[config.mk]
export PLATFORM = sky130hd
export DESIGN_NAME = div32_seq
export DESIGN_NICKNAME = d
export VERILOG_FILES = /design/src/rtl/div_pkg.sv /design/src/rtl/div_step.sv /design/src/rtl/div32_seq.sv
export SDC_FILE = /design/constraint.sdc
export NUM_CORES = 1
export LEC_CHECK = 0
export BUFFER_PORTS_ARGS = -buffer_cell sky130_fd_sc_hd__buf_2
export CAP_MARGIN = 15
export CORE_MARGIN = 8
export CORE_UTILIZATION = 50
export CTS_CLUSTER_SIZE = 16
export DETAILED_ROUTE_END_ITERATION = 12
export MAX_ROUTING_LAYER = met4
export PLACE_DENSITY = 0.7
export REMOVE_ABC_BUFFERS = 1
export SYNTH_ARGS = -nofsm -noshare
export SYNTH_HDL_FRONTEND = slang
export SYNTH_HIERARCHICAL = 1
export SYNTH_SLANG_ARGS = --single-unit
[constraint.sdc]
create_clock -name clk -period 6.9 [get_ports clk]
set_clock_uncertainty 0.05 [all_clocks]
set_input_delay 0.69 -clock clk [delete_from_list [all_inputs] [get_ports clk]]
set_output_delay 0.69 -clock clk [all_outputs]
set_load 0.02 [all_outputs]
[src/rtl/div_pkg.sv]
// Shared constants and state encoding for the iterative 32-bit divider.
package div_pkg;
  localparam int WIDTH      = 32;
  localparam int ITER_COUNT = 32;

  localparam logic [WIDTH-1:0] DBZ_QUOT = '1;

  typedef logic [1:0] div_state_t;
  localparam div_state_t ST_IDLE = 2'd0;
  localparam div_state_t ST_RUN  = 2'd1;
  localparam div_state_t ST_FIX  = 2'd2;
  localparam div_state_t ST_DONE = 2'd3;
endpackage

[src/rtl/div_step.sv]
// One restoring shift-subtract iteration; carry-out of the (W+1)-bit subtract means no borrow.
module div_step
  import div_pkg::*;
#(
  parameter int W = WIDTH
) (
  input  logic [W-1:0] rem_in,
  input  logic         in_bit,
  input  logic [W-1:0] divisor,
  output logic [W-1:0] rem_out,
  output logic         q_bit
);
  logic [W:0]   shifted;
  logic [W+1:0] sum;

  assign shifted = {rem_in, in_bit};
  // shifted + ~{0,divisor} + 1, widened one bit so the carry-out is visible
  assign sum     = {1'b0, shifted} + {1'b0, ~{1'b0, divisor}} + (W+2)'(1);
  assign q_bit   = sum[W+1];
  // on success the difference is below divisor, so the low W bits hold it exactly
  assign rem_out = q_bit ? sum[W-1:0] : shifted[W-1:0];
endmodule

[src/rtl/div32_seq.sv]
// Iterative signed/unsigned divider: magnitude restoring division, one bit per clock,
// followed by a sign fix-up cycle and a one-cycle done pulse.
module div32_seq
  import div_pkg::*;
#(
  parameter int WIDTH = div_pkg::WIDTH
) (
  input  logic             clk,
  input  logic             reset,
  input  logic             start,
  input  logic             is_signed,
  input  logic [WIDTH-1:0] dividend,
  input  logic [WIDTH-1:0] divisor,
  output logic [WIDTH-1:0] quotient,
  output logic [WIDTH-1:0] remainder,
  output logic             busy,
  output logic             done,
  output logic             div_by_zero
);
  div_state_t       state;
  logic [5:0]       cnt;
  logic [WIDTH-1:0] div_r, rem_r, quo_r;
  logic             neg_q, neg_r, sgn_r;
  logic [WIDTH-1:0] step_rem;
  logic             step_q;
  logic [WIDTH-1:0] a_abs, b_abs;

  assign a_abs = (is_signed && dividend[WIDTH-1]) ? -dividend : dividend;
  assign b_abs = (is_signed && divisor[WIDTH-1])  ? -divisor  : divisor;

  div_step #(.W(WIDTH)) u_step (
    .rem_in  (rem_r),
    .in_bit  (quo_r[WIDTH-1]),
    .divisor (div_r),
    .rem_out (step_rem),
    .q_bit   (step_q)
  );

  always_ff @(posedge clk or posedge reset) begin
    if (reset) begin
      state       <= ST_IDLE;
      cnt         <= '0;
      div_r       <= '0;
      rem_r       <= '0;
      quo_r       <= '0;
      neg_q       <= 1'b0;
      neg_r       <= 1'b0;
      sgn_r       <= 1'b0;
      quotient    <= '0;
      remainder   <= '0;
      busy        <= 1'b0;
      done        <= 1'b0;
      div_by_zero <= 1'b0;
    end else begin
      done <= 1'b0;
      case (state)
        ST_IDLE: if (start) begin
          div_by_zero <= 1'b0;
          if (divisor == '0) begin
            quotient    <= DBZ_QUOT[WIDTH-1:0];
            remainder   <= dividend;
            div_by_zero <= 1'b1;
            done        <= 1'b1;
            state       <= ST_DONE;
          end else begin
            // quotient register doubles as the dividend shift source
            quo_r <= a_abs;
            div_r <= b_abs;
            rem_r <= '0;
            neg_q <= dividend[WIDTH-1] ^ divisor[WIDTH-1];
            neg_r <= dividend[WIDTH-1];
            sgn_r <= is_signed;
            cnt   <= '0;
            busy  <= 1'b1;
            state <= ST_RUN;
          end
        end
        ST_RUN: begin
          rem_r <= step_rem;
          quo_r <= {quo_r[WIDTH-2:0], step_q};
          cnt   <= cnt + 6'd1;
          if (cnt == 6'(ITER_COUNT - 1)) state <= ST_FIX;
        end
        ST_FIX: begin
          quotient  <= (sgn_r && neg_q) ? -quo_r : quo_r;
          remainder <= (sgn_r && neg_r) ? -rem_r : rem_r;
          busy      <= 1'b0;
          done      <= 1'b1;
          state     <= ST_DONE;
        end
        ST_DONE: state <= ST_IDLE;
        default: state <= ST_IDLE;
      endcase
    end
  end
endmodule

[Word-level counts from Yosys, hierarchy flattened]
Index checks and enable logic that the tools add are counted.
Word-level totals
  register bits: 174
  word-level logic and storage cells: 75
  input bits: 68
Cells by class
  muxes and demuxes: 30
  bitwise logic cells: 3
  reduce and logical (&&, ||, !) cells: 14
  eq/ne operators: 8
  add/subtract/negate cells: 7
Operator list (number)
  two-way mux 32 bit: 13
  one-hot mux 32 bit (2 select lines): 4
  negation 32 bit: 4
  adder 33 x 33 -> 34 bit: 1
  adder 34 x 1 -> 34 bit, second input constant: 1
  NOT 32 -> 33 bit: 1
  zero test 32 bit: 1
  two-way mux 6 bit: 2
  one-hot mux 6 bit (2 select lines): 1
  AND reduction 3 bit: 4
  != test 2 bit, second input constant: 4
  one-hot mux 2 bit (4 select lines): 1
  adder 6 x 1 -> 6 bit, second input constant: 1
  equality test 6 x 5 -> 1 bit, second input constant: 1
  two-way mux 2 bit: 3
  equality test 2 bit, second input constant: 2
  logical AND 1 bit: 4
  two-way mux 1 bit: 4
  one-hot mux 1 bit (2 select lines): 2
  AND reduction 2 bit: 2
  nonzero test 2 bit: 2
  equality test 2 x 1 -> 1 bit, second input constant: 1
  zero test 2 bit: 1
  NOT 1 bit: 1
  XOR 1 bit: 1

[Depth between registers and ports, before layout]
Gate-level depths: netlist (run 1).
  depth after elaboration: 5
  mapped depth: 14
  depth with buffers taken out: 13

[Hierarchy]
The synthesis (run 1) kept the hierarchy.
Modules (own cells, without submodules)
  div32_seq: times used 1, cells each 1160, seq. area each 4354.2 sq um, area an instance 10039.6 sq um
  div_step: times used 1, cells each 373, seq. area each 0.0 sq um, area an instance 2429.8 sq um

[Worst setup path before layout (run 1)]
OpenSTA, ideal clock, no wires.
  path kind: input to register
  from: in divisor[11]
  to: reg quo_r[13]
  slack: 4.090 ns
  stages: 6
  path buffers: 1
  arrival time: 2.636 ns
  cells stage by stage: or4_1 nor4_2 a41oi_2 mux2i_4 buf_6 mux2_2
On the way
  longest elaborated chain between the ends: 3
Ends and longest elaborated chain
  start: declaration: RTL line div32_seq.sv:13  | input logic [WIDTH-1:0] divisor,
  zero test 32 bit: RTL line div32_seq.sv:59  | if (divisor == '0) begin
  != test 2 bit (no line)
  AND reduction 3 bit (no line)
  end signal: assignment: RTL line div32_seq.sv:67  | quo_r <= a_abs;
  end signal: assignment: RTL line div32_seq.sv:80  | quo_r <= {quo_r[WIDTH-2:0], step_q};
  end: declaration: RTL line div32_seq.sv:22  | logic [WIDTH-1:0] div_r, rem_r, quo_r;
No other way between the ends.
A chain may end at the register's enable or synchronous reset.

[Worst setup path in the final report (run 1)]
  from: reg rem_r[3]
  to: reg rem_r[31]
On the way
  longest elaborated chain between the ends: 4
Ends and longest elaborated chain
  start: declaration: RTL line div32_seq.sv:22
  start signal: assignment: RTL line div32_seq.sv:79  | rem_r <= step_rem;
  adder 33 x 33 -> 34 bit: RTL line div_step.sv:18  | assign sum = {1'b0, shifted} + {1'b0, ~{1'b0, divisor}} + (W+2)'(1);
  adder 34 x 1 -> 34 bit: RTL line div_step.sv:18
  named net step_q: RTL line div32_seq.sv:25  | logic step_q;
  two-way mux 32 bit: RTL line div_step.sv:21  | assign rem_out = q_bit ? sum[W-1:0] : shifted[W-1:0];
  named net step_rem[31]: RTL line div32_seq.sv:24  | logic [WIDTH-1:0] step_rem;
  one-hot mux 32 bit (2 select lines): RTL line div32_seq.sv:56  | case (state)
The timed path passes the listed nets, and every way through them passes these cells.

==> results of run 1 <==
## sequential cells by signal, summed over array words and instances (netlist names), 2 cells and up
signal and cells:
remainder 32, cnt 6, quotient 32, state 2, quo_r 32, rem_r 32
div_r 32
## logic make-up (layout without fill, tap and decap cells)
family / Yosys count / after routing / synth area share, %
simple gates: 545 / 545 / 20.3
compound gates: 451 / 451 / 22.3
flops: 174 / 174 / 34.9
buf+inv: 145 / 242 / 5.29
xor+xnor: 137 / 137 / 9.62
fa+ha+maj: 41 / 41 / 4.17
mux: 40 / 40 / 3.42
## power by group
| part | internal, W | switching, W | total (W) |
|---|---|---|---|
| Clock | 0.000513 | 0.000434 | 0.000946 |
| Sequential | 0.00138 | 0.000309 | 0.00169 |
| Combinational | 0.000892 | 0.00160 | 0.00250 |
| Total | 0.00279 | 0.00235 | 0.00513 |
## worst max-delay path by stage
stage	endpoint	slack (ps)	depth (start not counted)
2_1_floorplan	busy	1440	1
3_3_place_gp	quotient[31]	3200	11
3_5_place_dp	quotient[31]	3160	11
4_1_cts	rem_r[31]	3420	12
5_1_grt	rem_r[31]	3140	12
6_report	rem_r[31]	3410	12
## layer usage
metal,vias up,track usage [%]
met5,-,-
met4,0,8.34
met3,57,3.12
met2,310,34.5
met1,5125,29.7
li1,5586,-
## placed cells by master (no fill, tap or decap), types with 4 or more instances in the layout
cell,n
or3_1,10
nor4_1,19
xor2_1,68
nor2_1,121
nand3_1,14
nand3b_1,4
and2_1,8
or2_2,5
o21bai_1,4
a211oi_1,5
o21a_1,4
and3_1,5
nor2b_1,10
or4_1,16
buf_4,12
o21ai_0,175
o41ai_1,11
nor3_1,28
xnor2_1,69
a21oi_1,114
clkbuf_16,17
inv_1,61
nand2_1,254
inv_6,5
nand4_1,12
dfrtp_1,174
o21ai_1,7
buf_2,134
ha_1,38
and4_1,5
nor3b_1,7
o211ai_1,8
nand2b_1,9
o31ai_1,29
a21o_1,13
a31oi_1,33
mux2i_1,34
## area by class of cell
class	instances	area share, %
Timing Repair Buffer	147	5.69
Clock inverter	13	0.939
Inverter	64	1.77
Multi-Input combinational cell	1214	54.0
Clock buffer	18	3.17
Sequential cell	174	31.4
Tap cell	330	2.98
## metrics by stage
step           worst slack (ps)  instance area (sq um)  instances  hold WS (ps)
6_report                   3410                  13900       1960           357
5_1_grt                    3140                  13900       1960           423
4_1_cts                    3420                  13800       1959           395
3_5_place_dp               3160                  13300       1928           406
3_3_place_gp               3200                  13300       1928           407
2_1_floorplan              1440                  12100       1452           389
## worst max-delay path, cell delays in order, from the launching register on
cell,delay [ps]
dfrtp_1,480
ha_1,440
a21oi_1,230
nand2_1,100
o21ai_1,400
a311oi_2,190
nor3_4,130
buf_4,410
inv_2,240
and4b_1,260
a211oi_2,210
nand2_1,70
o21ai_0,170
==> impl_metrics.toml, run 1 <==
[floorplan]
chipWidth_microns = 174
die_h_microns = 174
num_rows = 58
dieArea_sq_um = 30200
ios = 135
core_sq_um = 24800
initial_core_util_pct = 50.2

[synthesis]
yosysSeqAreaShare_pct = 34.9
ys_async_sr_fraction_pct = 100
yosysWarnings = 6
synth_area_leaders = "dfrtp_1 35%, nand2_1 7.7%, o21ai_0 7.0%"
synth.distinct_cells = 87
synth.top_cell.area_share_pct = 34.9
ys_ff_latch = 174
ys_top_cells_by_count = "255 x nand2_1, 175 x o21ai_0, 174 x dfrtp_1"
syn_avg_cell_area_sq_um = 8.13
synth.cell_area_sq_um = 12500
synth-edff-count = 0
yosysMostFrequentCell = "nand2_1"
yosys.area.top_type = "dfrtp_1"
synth_flop_cell = "dfrtp_1"
synth_cells = 1533

[grt]
globalRoute.totalOverflow = 0
antenna_found_initial = 0
grt_pass1_vias = 10700
track_usage_pct = 22.4
grt_max_degree = 92
grt_pass1_wl_microns = 54900

[power_and_ir_drop]
design_power_total_w = 0.00513
ir_worst_vdd_uv = 208
p_leak_nw = 6.01
cellPowerDensity_nw_per_um2 = 370

[critical_path]
crit_required_ps = 7200
reg2reg_to = "rem_r[31]"
worst-r2r-cell-count = 12
critical_path_class = "register to register"
critPathMaxFanout = 51
r2r-start = "rem_r[3]"
startpoint = "rem_r[3]"
crit_arrival_ps = 3780
reg2reg_slack_ps = 3410
cp-start-kind = "register"
worstSetupEndpointType = "register"

[route]
ant_nets = 0
first_pass_iters = 5
routed-wl-met3_microns = 1480
wl_met2_microns = 15100
vias = 11100
routed_via_density = 5.65
wirelength_microns = 33100
post_drt_wl_per_cell_microns = 16.9
drc = 0
wl_met1_microns = 15600
drtIter0Drc = 784
top_layer = "met4"

[clocking]
path_clk_slew_ps = 70
cts_made_buffers = 17
cts_tree = "done"
clock-sinks = 174
cts_setup_buffers = 0
ctsHoldBuffers = 0
clock_latency_ps = 430
clk_path_buf_depth = 2
cts-root-buf = "clkbuf_16"
cts_htree_levels = 4
ctsResizeCount = 0

[final_layout]
final_util_pct = 55.8
diodes = 0
multi_input_area_sq_um = 7490
seq_area_sq_um = 4350
fin_nets = 1727
fill_cells = 2337
drive_gt1_share_pct = 14.2
area_growth_pct = 11.1

[placement]
portBuffers = 134
place_congestion = 0.901
dp_hpwl_microns = 25200

[timing]
rsz0062_at_grt = "no"
finalSetupViolations = 0
fin_tns_setup_ps = 0
maxSlewViolCount = 0
fin_crit_sh_pct = 50.5
timing.final.crit_period_ps = 3490
final_hold_viol_count = 0
fmax_ghz = 0.287
slew_headroom_pct = 37.7
worst_slew_pin_slew_ps = 935

[run]
cap_violations = 0

[min_path]
hp-class = "primary input to asynchronous set/reset pin"

[status]
status = "complete, no violations"
No activity file was read; power rests on OpenSTA's default activity.
==> run 2, diff against run 1 <==
--- a/config.mk
+++ b/config.mk
@@ -12,7 +12,7 @@
 export CTS_CLUSTER_SIZE = 16
 export DETAILED_ROUTE_END_ITERATION = 12
 export MAX_ROUTING_LAYER = met4
-export PLACE_DENSITY = 0.7
+export PLACE_DENSITY = 0.72
 export REMOVE_ABC_BUFFERS = 1
 export SYNTH_ARGS = -nofsm -noshare
 export SYNTH_HDL_FRONTEND = slang
==> constraint.sdc (replaced) <==
create_clock -name clk -period 2.9 [get_ports clk]
set_clock_uncertainty 0.05 [all_clocks]
set_input_delay 0.29 -clock clk [delete_from_list [all_inputs] [get_ports clk]]
set_output_delay 0.29 -clock clk [all_outputs]
set_load 0.02 [all_outputs]
==> run 2 against run 1 <==
Design area increased by 5.7%. Sequential power increased by 130%. Cell count up 3.8%. Critical endpoint is now rem_r[5]. Critical path depth stayed put. Sequential share of layout area fell by 1.7 points. Global-route usage increased by 1.5 points. Combinational power rose to 2.7 times the previous value. Die area unchanged. Maximum frequency up 24%. Register-to-register slack got worse by 3300 ps. Non-clock buffer count rose by 74. Sequential cell count unchanged.
==> impl_metrics.toml, run 2 (synthesized netlist as in run 1, its figures left out) <==
[placement]
dp_hpwl_microns = 27400
portBuffers = 134
dpl_cell_area_sq_um = 13900
place_congestion = 0.938
dp_slack_ps = 0.576

[critical_path]
worstPathCellList = "inv_1 -> ha_1 -> nor2b_1 -> o2111a_1 -> o21ai_4 -> a311oi_2 -> nor3_4 -> buf_4 -> clkbuf_16 -> o21ai_0 -> nand2_1 -> o21ai_0"
worstSetupEndpointType = "register"
slowest_delay_ps = 370
critPathMaxFanout = 25
crit_required_ps = 3170
critical_path_class = "register to register"
reg2reg_slack_ps = 80
critPathCapture = "rem_r[5]"
cp_common_cell = "o21ai_0"
crit_path_top_delay_cell = "a311oi_2"
worst-r2r-cell-count = 12
cp-start-kind = "register"
reg2reg_to = "rem_r[5]"
crit_arrival_ps = 3090
r2r-start = "div_r[1]"
startpoint = "div_r[1]"

[timing]
fmax_ghz = 0.355
fin_ws_ps = 79.6
timing.final.crit_period_ps = 2820
maxSlewViolCount = 0
fin_crit_sh_pct = 97.3
worst_slew_pin_slew_ps = 802
finalSetupViolations = 0
final_hold_viol_count = 0
fin_tns_setup_ps = 0
slew_headroom_pct = 46.3

[power_and_ir_drop]
seqPwrFrac_pct = 30.6
pwr-share-comb_pct = 52.3
design_power_total_w = 0.0129
p_int_w = 0.00696
switching_power_w = 0.00590
switching_share_pct = 45.9
ir_worst_vdd_uv = 427
p_clk_share_pct = 17.1
cellPowerDensity_nw_per_um2 = 878
p_leak_nw = 6.42

[grt]
antenna_found_initial = 0
globalRouteMet2Util_pct = 37.4
grt_pass1_vias = 10900
track_usage_pct = 23.8
grt_pass1_wl_microns = 57700
grt_max_degree = 63
use_met1_pct = 32.1
grt-busiest-layer = "met2"
globalRoute.totalOverflow = 0
met3_usage_pct = 3.08

[route]
wirelength_microns = 35900
vias = 11600
first_pass_iters = 7
drtIter0Drc = 1009
drc = 0
ant_nets = 0
routed_via_density = 5.70
post_drt_wl_per_cell_microns = 17.7

[final_layout]
diodes = 0
layout_commonest_cell = "nand2_1"
postLayoutCellArea_sq_um = 14600
area_growth_pct = 17.5
fill_cells = 2301
drive_gt1_share_pct = 19.1
fin_nets = 1801
final_cell_mix = "254 x nand2_1, 174 x dfrtp_1, 172 x o21ai_0, 134 x buf_2, 121 x nor2_1"

[min_path]
hp-class = "primary input to register"

[clocking]
clock_latency_ps = 450
cts_made_buffers = 17
cts_tree = "done"
cts_htree_levels = 4
clk_path_buf_depth = 2
cts-root-buf = "clkbuf_16"
clock-sinks = 174
path_clk_slew_ps = 70

[floorplan]
ios = 135
num_rows = 58
die_h_microns = 174
initial_core_util_pct = 50.2
chipWidth_microns = 174
core_sq_um = 24800
dieArea_sq_um = 30200

[run]
cap_violations = 0

[status]
status = "complete, no violations"
==> run 2: cell count changes in the layout (fill, tap and decap cells not counted), sizes merged <==
cell         delta
clkinv          +1
buf            +72
bufinv          -1
dlygate4sd3     +1
clkbuf          +1
==> run 2: layer usage <==
| metal | wire (microns) | vias to the layer above |
|---|---|---|
| li1 | - | 5747 |
| met2 | 16800 | 372 |
| met3 | 1880 | 44 |
| met1 | 16600 | 5426 |
| met5 | 0 | - |
| met4 | 595 | 0 |
==> run 2: final cells by class <==
type                    count  area, sq um  share of cell area (%)
clock buffers              18          439                    3.00
clock inverters            13          105                   0.718
inverters                  64          248                    1.69
multi-input cells        1214         7640                    52.2
flip-flops and latches    174         4350                    29.7
well taps                 330          413                    2.82
repair buffers            221         1440                    9.86
==> run 2: metrics by stage <==
step	hold slack [ps]	utilization, %	std cells
3_5_place_dp	349	55.9	1997
6_report	67.8	59.0	2034
4_1_cts	57.3	58.2	2029
2_1_floorplan	345	-	1452
3_3_place_gp	338	55.9	1997
5_1_grt	92.9	59.0	2034
==> run 2: what timing repair did <==
item,4_1_cts,5_1_grt
hold buffers,1,0
buffers inserted,0,4
setup endpoints to repair,1,27
gates resized for setup,0,33
cloned,0,1
endpoints found under the hold margin,53,0
pin swaps,1,10
==> run 2: how the worst min path moves through the flow <==
stage,start,cells past startpoint,slack [ps],to
after floorplan,dividend[31],2,350,neg_r
after global placement,reset,2,340,quotient[2]
after detailed placement,reset,2,350,quotient[1]
after CTS,dividend[31],3,60,neg_r
after global routing,dividend[31],3,90,neg_r
final,dividend[31],3,70,neg_r
==> run 2: power by group through the flow <==
stage	clock [W]	combinational, W	sequential (W)
3_3_place_gp	0	0.00646	0.00393
3_5_place_dp	0	0.00650	0.00398
5_1_grt	0.00232	0.00739	0.00407
6_report	0.00220	0.00672	0.00394
4_1_cts	0.00223	0.00654	0.00393
2_1_floorplan	0	0.00392	0.00431
==> run 2: critical path: cells and delay by family (launching register included) <==
kind | cells | cell delay (ps)
DFF | 1 | 360
AOI/OAI and AO/OA | 5 | 1220
buffers and inverters | 3 | 430
adders and majority gates | 1 | 300
and+or+nand+nor | 3 | 350
